$ cat src/rtl/uart_word_tx_if.sv
// uart_word_tx_if: word-transmit request and UART line status bundle
interface uart_word_tx_if #(
    parameter int DATA_WIDTH = 32,
    parameter int BN_W       = $clog2(DATA_WIDTH / 8) + 1
);
    logic [DATA_WIDTH-1:0] data;
    logic                  send_en;
    logic [BN_W-1:0]       Byte_Num;
    logic [2:0]            Baud_Set;
    logic                  uart_tx;
    logic                  Tx_Done;
    logic                  Byte_Done;
    logic                  uart_state;
    modport master (
        output data, send_en, Byte_Num, Baud_Set,
        input  uart_tx, Tx_Done, Byte_Done, uart_state
    );
    modport slave (
        input  data, send_en, Byte_Num, Baud_Set,
        output uart_tx, Tx_Done, Byte_Done, uart_state
    );
endinterface

$ cat src/rtl/uart_word_tx.sv
// uart_word_tx: serialises a multi-byte word as back-to-back UART frames
module uart_word_tx #(
    parameter int DATA_WIDTH = 32,
    parameter int MSB_FIRST  = 1,
    parameter int PARITY     = 0,
    parameter int STOP_BITS  = 1,
    parameter int GAP_BITS   = 0,
    parameter int CLK_HZ     = 50000000
) (
    input  logic          Clk,
    input  logic          Rst_n,
    uart_word_tx_if.slave s
);
    localparam int NB   = DATA_WIDTH / 8;
    localparam int BN_W = $clog2(NB) + 1;
    localparam int CW   = $clog2(CLK_HZ / 9600 + 1);

    typedef enum logic [2:0] {IDLE, START, DATA, PAR, STOP, GAP} state_t;

    state_t                r_state, w_next;
    logic [DATA_WIDTH-1:0] r_word;
    logic [BN_W-1:0]       r_nbytes, r_byte_cnt, w_nbytes;
    logic [CW-1:0]         r_div, r_bit_cnt, w_div;
    logic [3:0]            r_per_cnt, w_per_len;
    logic [7:0]            w_byte;
    logic                  w_tick, w_per_end, w_last, w_parity, w_byte_done, w_tx;

    assign w_div = s.Baud_Set == 3'd0 ? CW'(CLK_HZ / 9600)  :
                   s.Baud_Set == 3'd1 ? CW'(CLK_HZ / 19200) :
                   s.Baud_Set == 3'd2 ? CW'(CLK_HZ / 38400) :
                   s.Baud_Set == 3'd3 ? CW'(CLK_HZ / 57600) : CW'(CLK_HZ / 115200);
    assign w_nbytes = (s.Byte_Num == '0 || s.Byte_Num > BN_W'(NB)) ? BN_W'(NB) : s.Byte_Num;
    // The word shifts toward the first-sent end after each byte, so the current byte is always there
    assign w_byte    = MSB_FIRST != 0 ? r_word[DATA_WIDTH-1 -: 8] : r_word[7:0];
    assign w_parity  = (PARITY == 1) ^ (^w_byte);
    assign w_tick    = r_bit_cnt == r_div - 1'b1;
    assign w_per_len = r_state == DATA ? 4'd8 : r_state == STOP ? 4'(STOP_BITS) :
                       r_state == GAP ? 4'(GAP_BITS) : 4'd1;
    assign w_per_end = w_tick && r_per_cnt == w_per_len - 4'd1;
    assign w_last    = r_byte_cnt == r_nbytes - 1'b1;

    always_ff @(posedge Clk or negedge Rst_n) begin
        if (!Rst_n) r_state <= IDLE;
        else        r_state <= w_next;
    end

    always_comb begin
        w_next      = r_state;
        w_tx        = 1'b1;
        w_byte_done = 1'b0;
        case (r_state)
            IDLE:  if (s.send_en) w_next = START;
            START: begin
                w_tx = 1'b0;
                if (w_per_end) w_next = DATA;
            end
            DATA: begin
                w_tx = w_byte[r_per_cnt[2:0]];
                if (w_per_end) w_next = PARITY != 0 ? PAR : STOP;
            end
            PAR: begin
                w_tx = w_parity;
                if (w_per_end) w_next = STOP;
            end
            STOP: if (w_per_end) begin
                w_byte_done = 1'b1;
                w_next      = w_last ? IDLE : GAP_BITS > 0 ? GAP : START;
            end
            GAP:     if (w_per_end) w_next = START;
            default: w_next = IDLE;
        endcase
    end

    always_ff @(posedge Clk or negedge Rst_n) begin
        if (!Rst_n) begin
            r_word     <= '0;
            r_nbytes   <= '0;
            r_byte_cnt <= '0;
            r_div      <= '0;
            r_bit_cnt  <= '0;
            r_per_cnt  <= '0;
        end else if (r_state == IDLE) begin
            r_bit_cnt  <= '0;
            r_per_cnt  <= '0;
            r_byte_cnt <= '0;
            if (s.send_en) begin
                r_word   <= s.data;
                r_nbytes <= w_nbytes;
                r_div    <= w_div;
            end
        end else begin
            r_bit_cnt <= w_tick ? '0 : r_bit_cnt + 1'b1;
            if (w_tick) r_per_cnt <= w_per_end ? '0 : r_per_cnt + 1'b1;
            if (w_byte_done) begin
                r_byte_cnt <= r_byte_cnt + 1'b1;
                r_word     <= MSB_FIRST != 0 ? r_word << 8 : r_word >> 8;
            end
        end
    end

    assign s.uart_tx    = w_tx;
    assign s.Byte_Done  = w_byte_done;
    assign s.Tx_Done    = w_byte_done && w_last;
    assign s.uart_state = r_state != IDLE;
endmodule

$ cat src/flat_wrapper.sv
// flat-port wrapper written by rule: the top's interface ports become plain ports
module uart_word_tx_flat 
#(
    parameter int DATA_WIDTH = 32,
    parameter int MSB_FIRST  = 1,
    parameter int PARITY     = 0,
    parameter int STOP_BITS  = 1,
    parameter int GAP_BITS   = 0,
    parameter int CLK_HZ     = 50000000
)
  (Clk, Rst_n, s_data, s_send_en, s_Byte_Num, s_Baud_Set, s_uart_tx, s_Tx_Done, s_Byte_Done, s_uart_state);
  uart_word_tx_if #(.DATA_WIDTH(DATA_WIDTH)) s_i ();
  input  logic Clk;
  input  logic Rst_n;
  input wire logic [$bits(s_i.data)-1:0] s_data;
  input wire logic [$bits(s_i.send_en)-1:0] s_send_en;
  input wire logic [$bits(s_i.Byte_Num)-1:0] s_Byte_Num;
  input wire logic [$bits(s_i.Baud_Set)-1:0] s_Baud_Set;
  output wire logic [$bits(s_i.uart_tx)-1:0] s_uart_tx;
  output wire logic [$bits(s_i.Tx_Done)-1:0] s_Tx_Done;
  output wire logic [$bits(s_i.Byte_Done)-1:0] s_Byte_Done;
  output wire logic [$bits(s_i.uart_state)-1:0] s_uart_state;
  assign s_i.data = s_data;
  assign s_i.send_en = s_send_en;
  assign s_i.Byte_Num = s_Byte_Num;
  assign s_i.Baud_Set = s_Baud_Set;
  assign s_uart_tx = s_i.uart_tx;
  assign s_Tx_Done = s_i.Tx_Done;
  assign s_Byte_Done = s_i.Byte_Done;
  assign s_uart_state = s_i.uart_state;
  uart_word_tx #(.DATA_WIDTH(DATA_WIDTH), .MSB_FIRST(MSB_FIRST), .PARITY(PARITY), .STOP_BITS(STOP_BITS), .GAP_BITS(GAP_BITS), .CLK_HZ(CLK_HZ)) u_core (.Clk(Clk), .Rst_n(Rst_n), .s(s_i));
endmodule
$ cat config.mk
export PLATFORM = sky130hd
export DESIGN_NAME = uart_word_tx_flat
export DESIGN_NICKNAME = d
export VERILOG_FILES = /design/src/rtl/uart_word_tx_if.sv /design/src/rtl/uart_word_tx.sv /design/src/flat_wrapper.sv
export SDC_FILE = /design/constraint.sdc
export NUM_CORES = 1
export LEC_CHECK = 0
export CORE_ASPECT_RATIO = 1.75
export CORE_UTILIZATION = 53
export CTS_BUF_LIST = sky130_fd_sc_hd__clkbuf_8
export CTS_CLUSTER_SIZE = 25
export DETAILED_ROUTE_END_ITERATION = 8
export PLACE_DENSITY = 0.86
export SYNTH_ARGS = -nofsm -noshare
export SYNTH_HDL_FRONTEND = slang
export SYNTH_SLANG_ARGS = --single-unit
$ cat constraint.sdc
create_clock -name Clk -period 2.7 [get_ports Clk]
set_input_delay 0.54 -clock Clk [delete_from_list [all_inputs] [get_ports Clk]]
set_output_delay 0.54 -clock Clk [all_outputs]
set_load 0.05 [all_outputs]
==> flow_metrics.py <==
metrics = {
    "run_status": {
        "run_status": "finished with violations",
        "failed_checks": "negative setup slack",
    },
    "floorplan": {
        "dieArea_mm2": 0.008220,
        "start_util": 0.5496,
        "num_rows": 42,
        "die_w_um": 68.97,
        "io_pins": 45,
        "die_h_um": 119.2,
        "core-area_mm2": 0.007567,
    },
    "power_and_ir_drop": {
        "p_seq_frac": 0.523,
        "p_switching_uw": 463.1,
        "p_total_mw": 2.073,
        "p_per_area_mw_per_mm2": 389.4,
        "pwr-share-comb": 0.083,
        "p_sw_frac": 0.2234,
        "leakage_nw": 2.339,
        "p_int_mw": 1.610,
        "irDropWorstVdd_uv": 359.3,
        "clkPwrFrac": 0.394,
    },
    "yosys": {
        "synth-seq-cells": 70,
        "synth.area.top_cells": "dfrtp_1 42%, mux2_2 7.6%, mux2_4 7.2%",
        "synth_cells": 401,
        "yosys_warnings": 0,
        "synth_edf_count": 0,
        "ys_types": 58,
        "synthesis.nets": 448,
        "synth_top_area_share": 0.4212,
        "syn_area_mm2": 0.004159,
        "async_flop_share": 1.000,
        "synth.avg_cell_area_um2": 10.37,
        "synth.largest_area_cell": "dfrtp_1",
        "seq_area_frac_synth": 0.4212,
        "synth_ff_type": "dfrtp_1",
    },
    "routing": {
        "ant_nets": 0,
        "viasPerCell": 5.880,
        "drt_pre_antenna_iters": 4,
        "num_vias": 3334,
        "drt_drc_violations_left": 0,
        "avgRoutedWirePerCell_um": 18.57,
        "drtIter0Drc": 157,
        "drt-total-wl_um": 10530,
    },
    "sta": {
        "clock_skew_ns": 0.01149,
        "hold-worst-slack_ns": 0.2211,
        "rsz0062_at_grt": "yes",
        "max-slew-margin-rel": 0.5267,
        "drv_slew": 0,
        "tightestPinTransition_ns": 0.7100,
        "fin_crit_ns": 3.071,
        "setup_viol": 27,
        "fin_crit_sh": 1.137,
        "max_freq_mhz": 325.6,
        "layout_setup_ws_ns": -0.3708,
        "finalHoldViolCount": 0,
    },
    "clock_tree": {
        "cts_tree": "yes",
        "htreeDepth": 3,
        "cts_sinks": 70,
        "cts-root-buf": "clkbuf_8",
        "cts_buffers": 9,
        "cts_hold_buffers": 0,
        "clk_path_buf_depth": 2,
        "clkLatencyLatePin_ns": 0.36,
        "clkTransAtPathRegs_ns": 0.08,
    },
    "setup_path": {
        "r2r.worst_path.cells": 10,
        "critPathMaxFanout": 3,
        "critical-path-top-delay-family": "simple AND/OR/NAND/NOR gates",
        "crit_buf_inv": 1,
        "cp_cell_sequence": "or4_4 > o41a_1 > nor4_2 > or3_4 > nand3_4 > nor3_4 > buf_12",
        "start_kind": "flop",
        "critical_path_class": "flop to output pin",
        "arrival_ns": 2.53,
        "slowest_stage": "or4_4",
        "end_kind": "output pin",
        "cp.depth": 7,
        "cp.required_ns": 2.16,
        "critPathMaxStageDelay_ns": 0.55,
    },
    "cells_and_area": {
        "n_fill_cell": 532,
        "multi_input_area_mm2": 0.002360,
        "diodes": 0,
        "final_net_count": 522,
        "areaGrowthSynthToFinish_pct": 27.98,
        "seqCellArea_mm2": 0.001752,
        "drive_gt1_frac": 0.2797,
    },
    "global_route": {
        "grt_pass1_wl_um": 16140,
        "antenna_found_initial": 0,
        "grt_pass1_vias": 3527,
        "grtUsageTotal": 0.2699,
        "grt_max_degree": 42,
        "overflow": 0,
    },
    "placed_design": {
        "gp_congestion": 0.8502,
        "portBuffers": 44,
        "place_hpwl_um": 7224,
    },
    "job": {
        "max_cap_violations": 0,
    },
    "min_path": {
        "hold_class": "input port to async pin",
    },
}
-- worst reg2reg max path, cell delays in order (launching register included) --
cell and delay [ns]:
dfrtp_1 0.39, or4_4 0.55, o41a_1 0.39, nor4_2 0.17
or3_4 0.19, buf_4 0.13, nand4_2 0.12, o21ai_4 0.25
buf_6 0.16, clkbuf_16 0.15, mux2_4 0.31
-- worst paths after layout --
path,start,endpoint,slack (ns)
max,u_core.r_div[4]$_DFFE_PN0P_,s_Tx_Done,-0.37
min reg2reg,u_core.r_bit_cnt[0]$_DFF_PN0_,u_core.r_bit_cnt[0]$_DFF_PN0_,0.52
max in group asynchronous,Rst_n,u_core.r_word[15]$_DFFE_PN0P_,1.81
min in group Clk,u_core.r_bit_cnt[0]$_DFF_PN0_,u_core.r_bit_cnt[0]$_DFF_PN0_,0.52
max reg2reg,u_core.r_div[4]$_DFFE_PN0P_,u_core.r_word[25]$_DFFE_PN0P_,-0.24
min,Rst_n,u_core.r_div[1]$_DFFE_PN0P_,0.22
-- Yosys cell counts, types with 6 or more instances --
master,count
a21oi_1,13
and3_1,6
clkbuf_1,13
dfrtp_1,70
ha_1,6
inv_1,10
mux2_2,28
mux2_4,20
nand2_1,35
nand3_1,19
nor2_1,39
nor2b_1,7
o21ai_0,17
xnor2_1,20
xor2_1,15
-- layout make-up --
cell class                 count  share of cell area
timing repair buffer          83              0.1655
tap                           88             0.02069
inverter                      10            0.007052
sequential                    70              0.3291
clock inverter                 5            0.008463
clock buffer                  10             0.02586
multi-input combinational    301              0.4433
-- registers in the layout (all words and copies together), names as in the netlist --
signal and cells:
u_core.r_bit_cnt 13, u_core.r_nbytes 3, u_core.r_byte_cnt 3, u_core.r_word 32, u_core.r_per_cnt 4, u_core.r_div 12, u_core.r_state 3
-- per-stage QoR --
step           instances  area (um^2)  TNS [ns]  setup WS, ns    util
2_1_floorplan        401         4189   -0.4589       -0.2337       -
3_3_place_gp         538         4862         0      0.002488  0.6425
3_5_place_dp         538         4862    -1.868      -0.08211  0.6425
4_1_cts              560         5180    -4.422       -0.3644  0.6845
5_1_grt              567         5323    -7.945       -0.4827  0.7034
6_report             567         5323    -5.577       -0.3708  0.7034
-- power by group through the flow --
stage	logic (mW)	clock network, mW	registers, mW
2_1_floorplan	0.0716	0	1.10
3_3_place_gp	0.165	0	1.10
3_5_place_dp	0.171	0	1.10
4_1_cts	0.172	0.830	1.08
5_1_grt	0.188	0.882	1.08
6_report	0.172	0.817	1.08
-- kinds of logic (layout without fill, tap and decap cells) --
group	Yosys count	in the layout	share of synthesized area
adder cells (fa/ha/maj)	6	6	0.01805
AO/OA/AOI/OAI	59	59	0.09687
multiplexers	55	55	0.1709
buffers and inverters	30	108	0.03761
XOR/XNOR	35	35	0.07371
flip-flops	70	70	0.4212
AND/OR/NAND/NOR	146	146	0.1817
-- cells in the final DEF (no fill, tap or decap), drive strengths merged, types with 13 or more instances in the layout --
cell,n
o21ai,18
clkdlybuf4s50,39
mux2,48
a21oi,13
nor2,39
buf,43
nand3,20
inv,14
dfrtp,70
xor2,15
xnor2,20
nand2,35
-- routing by layer --
layer / global-route usage / routed length (um) / up-vias
met5: 0 / 0 / -
met4: 0.1352 / 434 / 0
met3: 0.06322 / 308 / 31
met2: 0.4945 / 6158 / 92
met1: 0.2622 / 3627 / 1649
li1: - / - / 1562
-- repair_timing --
item / in CTS / in global routing
gates resized for setup: 11 / 21
pin swaps: 2 / 12
cloned: 2 / 1
endpoints found under the setup margin: 32 / 46
buffers inserted: 5 / 7
(Power assumes the default switching activity.)
==> patch 1 (same flow settings) <==
Re-encode `state_t` (6 states) as one-hot, 6 bits wide.
--- a/src/rtl/uart_word_tx.sv
+++ b/src/rtl/uart_word_tx.sv
@@ -17,3 +17,3 @@
 
-    typedef enum logic [2:0] {IDLE, START, DATA, PAR, STOP, GAP} state_t;
+    typedef enum logic [5:0] {IDLE = 6'b000001, START = 6'b000010, DATA = 6'b000100, PAR = 6'b001000, STOP = 6'b010000, GAP = 6'b100000} state_t;
 
Behaviour: no difference found for any inputs over 10 cycles, from zero or initial values and one cycle with Rst_n low; not proved beyond that.
==> patch 1 against the unedited design <==
  * The run still ends with negative setup slack left
  * Sequential cell count grew 1
  * Final area rose by 1.9%
  * First-iteration DRC count increased by 87%
  * Synthesized area is 1.0% lower
  * Wire length increased by 7.4%
  * Register-to-register slack worse by 0.11 ns
  * Setup slack got worse by 0.35 ns
  * Critical path type unchanged
Power is not compared: it rests on default switching activity, and its combinational part moved more than twofold at a synthesized area within 25%.
==> patch 1: results (changes against the unedited design) <==
fill_cells: 500  # -6.0%
synth_ff_type: "dfrtp_1"
drive_above_1_share: 0.244  # -0.0354
diodes: 0  # unchanged
grt_pass1_vias: 3744  # +6.2%
leakagePower_nw: 2.51
routed-via-count: 3625  # +8.7%
place_inst: 593  # +10%
crit_path_max_incr_delay_ns: 0.50  # -0.05 ns
postSynth.asyncResetShare: 1.00  # unchanged
antenna_found_initial: 0  # unchanged
synth_common_cells: "115 x nand2_1, 70 x dfrtp_1, 34 x nor2_1"
status: "finished, violations left"
dp_hpwl_um: 7220  # -0.10%
cts-htree-levels: 3  # unchanged
final_nets: 574  # +10%
routed_wl_um: 11300  # +7.4%
setup_viol: 55  # +100%
wire_per_inst_um: 18.2  # -1.8%
final_area_sq_mm: 0.00542  # +1.9%
worst_ep_arrival_time_ns: 2.88  # +0.35 ns
clockRootBuffer: "clkbuf_8"
portBuffers: 44  # unchanged
skew_ns: 0.0156  # +0.00406 ns
top_regs: "u_core.r_word x32, u_core.r_bit_cnt x13, u_core.r_div x12"
clk_pin_slew_ns: 0.09
yosysSeqAreaShare: 0.432  # +0.0107
firstDrtPassIters: 4  # unchanged
violations: "negative setup slack"
slew_violations: 0  # unchanged
cp_max_fo: 4  # +1
syn_nets: 488  # +8.9%
grt_use_total: 0.302  # +0.0318
detail_route.iter0.violations: 293  # +87%
cts_made_buffers: 9  # unchanged
worst_path_max_delay_cell: "or4b_4"
ys_top_cells_by_area: "dfrtp_1 43%, nand2_1 10%, mux2_4 7.3%"
slew_headroom: 0.511  # -0.0153
grt_pass1_wl_um: 17800  # +10%
hp-class: "input port to asynchronous set/reset pin"
syn_inst: 441  # +10%
yosys_warnings: 0  # unchanged
insertion_delay_ns: 0.37
routabilityCongestion: 0.899  # +5.8%
timing.final.ws_setup_ns: -0.719  # -0.348 ns
vdd_drop_max_uv: 640
clk_path_buf_depth: 2  # unchanged
dpl_cell_area_sq_mm: 0.00493  # +1.3%
synth.distinct_cells: 62  # +6.9%
grt_start_max_net_pins: 42  # unchanged
patch 1: cell count changes after synthesis, sizes merged, moves of 5 or more:
cell   before  now
nand2      35  116
mux2       48   25
nand3      20   12
xnor2      20   12
nor3        4   11
a21oi      13    7
nor2       39   34
patch 1: layout make-up:
class / count / share of cell area
repair buffers: 92 / 0.179
multi-input cells: 340 / 0.427
clock buffers: 9 / 0.0228
flip-flops and latches: 71 / 0.328
inverters: 13 / 0.00969
well taps: 88 / 0.0203
clock inverters: 7 / 0.0134
patch 1: cell families after synthesis:
| logic type | after synthesis | synth area share |
|---|---|---|
| adders and majority gates | 6 | 0.0182 |
| and+or+nand+nor | 217 | 0.247 |
| muxes | 33 | 0.112 |
| xor gates and xnor gates | 30 | 0.0638 |
| AOI/OAI and AO/OA | 54 | 0.0924 |
| buffers and inverters | 30 | 0.0350 |
| DFF | 71 | 0.432 |
patch 1: path summary, 6_finish.rpt:
path | from | to | slack [ns] | cells after the start
min reg2reg | u_core.r_bit_cnt[0]$_DFF_PN0_ | u_core.r_bit_cnt[0]$_DFF_PN0_ | 0.51 | 1
max reg2reg | u_core.r_div[2]$_DFFE_PN0P_ | u_core.r_word[10]$_DFFE_PN0P_ | -0.35 | 14
max in group asynchronous | Rst_n | u_core.r_bit_cnt[0]$_DFF_PN0_ | 1.79 | 2
max | u_core.r_div[2]$_DFFE_PN0P_ | s_Tx_Done | -0.72 | 10
min | Rst_n | u_core.r_word[30]$_DFFE_PN0P_ | 0.23 | 1
min in group Clk | u_core.r_bit_cnt[0]$_DFF_PN0_ | u_core.r_bit_cnt[0]$_DFF_PN0_ | 0.51 | 1
patch 1: per-stage QoR:
step | setup WS, ns | setup TNS [ns] | hold WS [ns]
2_1_floorplan | -0.420 | -0.767 | 0.244
3_3_place_gp | -0.190 | -0.371 | 0.488
3_5_place_dp | -0.258 | -1.71 | 0.493
4_1_cts | -0.631 | -7.01 | 0.244
5_1_grt | -0.834 | -17.03 | 0.267
6_report | -0.719 | -11.48 | 0.226
patch 1: per-layer routing:
metal | part of all wire | up-vias | global-route usage
met5 | 0 | - | 0
li1 | - | 1677 | -
met3 | 0.035 | 56 | 0.0888
met1 | 0.36 | 1777 | 0.320
met4 | 0.065 | 0 | 0.202
met2 | 0.54 | 115 | 0.491
patch 1: report_power, final:
group / switching [mW] / internal [mW] / total (mW)
logic: 1.41 / 1.33 / 2.73
registers: 0.293 / 1.44 / 1.74
clock network: 0.429 / 0.427 / 0.856
patch 1: repair_timing:
action,CTS,global route
buffers inserted,10,1
gates resized for setup,10,20
pin swaps,2,4
endpoints found under the setup margin,30,57
gates cloned,3,0
==> patch 2 (config.mk and constraints unchanged) <==
Made on the original files. `MSB_FIRST` is set to 1 in 2 places; all go to 0.
--- a/src/rtl/uart_word_tx.sv
+++ b/src/rtl/uart_word_tx.sv
@@ -3,3 +3,3 @@
     parameter int DATA_WIDTH = 32,
-    parameter int MSB_FIRST  = 1,
+    parameter int MSB_FIRST  = 0,
     parameter int PARITY     = 0,
--- a/src/flat_wrapper.sv
+++ b/src/flat_wrapper.sv
@@ -4,3 +4,3 @@
     parameter int DATA_WIDTH = 32,
-    parameter int MSB_FIRST  = 1,
+    parameter int MSB_FIRST  = 0,
     parameter int PARITY     = 0,
Function: same outputs for any inputs over 10 cycles, from zero or initial values and one cycle with Rst_n low; that may be too few to reach the edited logic, so the function may still have changed.
==> patch 2 against the unedited design <==
  * Synthesized area fell by 1.7%
  * Sequential cell count is the same
  * Total power increased by 0.46%
  * Highest routed layer unchanged
  * Global-route usage grew 1.1 points
  * Final area decreased by 0.82%
  * Critical path depth up 1
  * Wire length up 7.6%
  * The flow still finishes with violations (negative setup slack)
  * Sequential share of layout area grew 0.39 points
  * Critical path type unchanged
  * Setup slack improved by 0.029 ns
  * Worst hold slack worse by 0.036 ns
  * Final cell count up 3.2%
==> patch 2: results (changes against the unedited design) <==
place_ws_ns: 0.0764  # +0.159 ns
grt_pass1_vias: 3631  # +2.9%
routabilityCongestion: 0.878  # +3.3%
grt_start_max_net_pins: 71  # +69%
cts_setup_buffers: 14  # +9
rrSetupSlack_ns: -0.06  # +0.18 ns
buffers: 87  # +4.8%
wire_per_inst_um: 19.4  # +4.3%
drive_above_1_share: 0.247  # -0.0323
synth_common_cells: "93 x nand2_1, 70 x dfrtp_1, 25 x nor2_1"
synth.distinct_cells: 63  # +8.6%
ys_top_cells_by_area: "dfrtp_1 43%, nand2_1 8.5%, mux2_4 8.1%"
multi_input_area_share: 0.434  # -0.00983
final_nets: 539  # +3.3%
detail_route.iter0.violations: 235  # +50%
leakagePower_nw: 2.59  # +11%
violations: "negative setup slack"
syn_inst: 412  # +2.7%
worst_path_max_delay_cell: "dfrtp_2"
reg2reg_from: "u_core.r_div[5]$_DFFE_PN0P_"
p_sw_mw: 0.443  # -4.3%
use_met2: 0.474  # -0.0209
rr_endpoint: "u_core.r_word[16]$_DFFE_PN0P_"
nClkBuffers: 10  # unchanged
setup_viol: 34  # +26%
tightest_slew_ns: 0.582  # -0.128 ns
clock_area_frac: 0.0408  # +0.00645
status: "finished, violations left"
firstDrtPassIters: 5  # +1
critPathTopFamily: "compound AO/OA/AOI/OAI gates"
multi_input_cells: 311  # +3.3%
met1_usage: 0.303  # +0.0404
skew_ns: 0.0151  # +0.00358 ns
powerComb_mw: 0.0904  # -47%
cp_max_fo: 5  # +2
inv_count: 13  # +3
worst_ep_arrival_time_ns: 2.50  # -0.03 ns
dp_hpwl_um: 6880  # -4.8%
regArea_sq_mm: 0.00176  # +0.36%
timing.final.ws_setup_ns: -0.342  # +0.0287 ns
fin_cells: 585  # +3.2%
whs_ns: 0.185  # -0.0358 ns
cts.repair.resized: 18  # +7
finalSetupTns_ns: -1.71  # +3.87 ns
yosysSeqAreaShare: 0.428  # +0.00722
syn_nets: 459  # +2.5%
viasPerCell: 6.12  # +4.2%
die_area_sq_mm: 0.00808  # -1.7%
grt_use_met3: 0.0550  # -0.00820
grt_use_total: 0.280  # +0.0105
vdd_drop_max_uv: 410  # +14%
wl_met3_um: 621  # +100%
swShare: 0.213  # -0.0107
power.density_mw_per_mm2: 394  # +1.3%
dpl_cell_area_sq_mm: 0.00471  # -3.1%
nonClkBufAreaFrac: 0.162  # -0.00360
clockRootBuffer: "clkbuf_8"
wl_met2_um: 6070  # -1.4%
crit_path_max_incr_delay_ns: 0.46  # -0.09 ns
## patch 2: cell types whose count changed after synthesis, moves of 3 or more
| cell | change |
|---|---|
| nand2_1 | +58 |
| mux2_2 | -25 |
| nor2_1 | -14 |
| a22o_1 | +9 |
| nand3_1 | -5 |
| a21oi_1 | -4 |
| nand3b_1 | -4 |
| o211ai_1 | -4 |
| o21ai_0 | -4 |
| buf_6 | +3 |
| clkbuf_1 | -3 |
| or2_2 | -3 |
## patch 2: cell families after synthesis
kind of cell | count (synthesis) | share of synthesized area
AO/OA/AOI/OAI | 55 | 0.108
XOR/XNOR | 35 | 0.0750
adder cells (fa/ha/maj) | 6 | 0.0184
buffers and inverters | 31 | 0.0444
flip-flops | 70 | 0.428
multiplexers | 31 | 0.110
AND/OR/NAND/NOR | 184 | 0.216
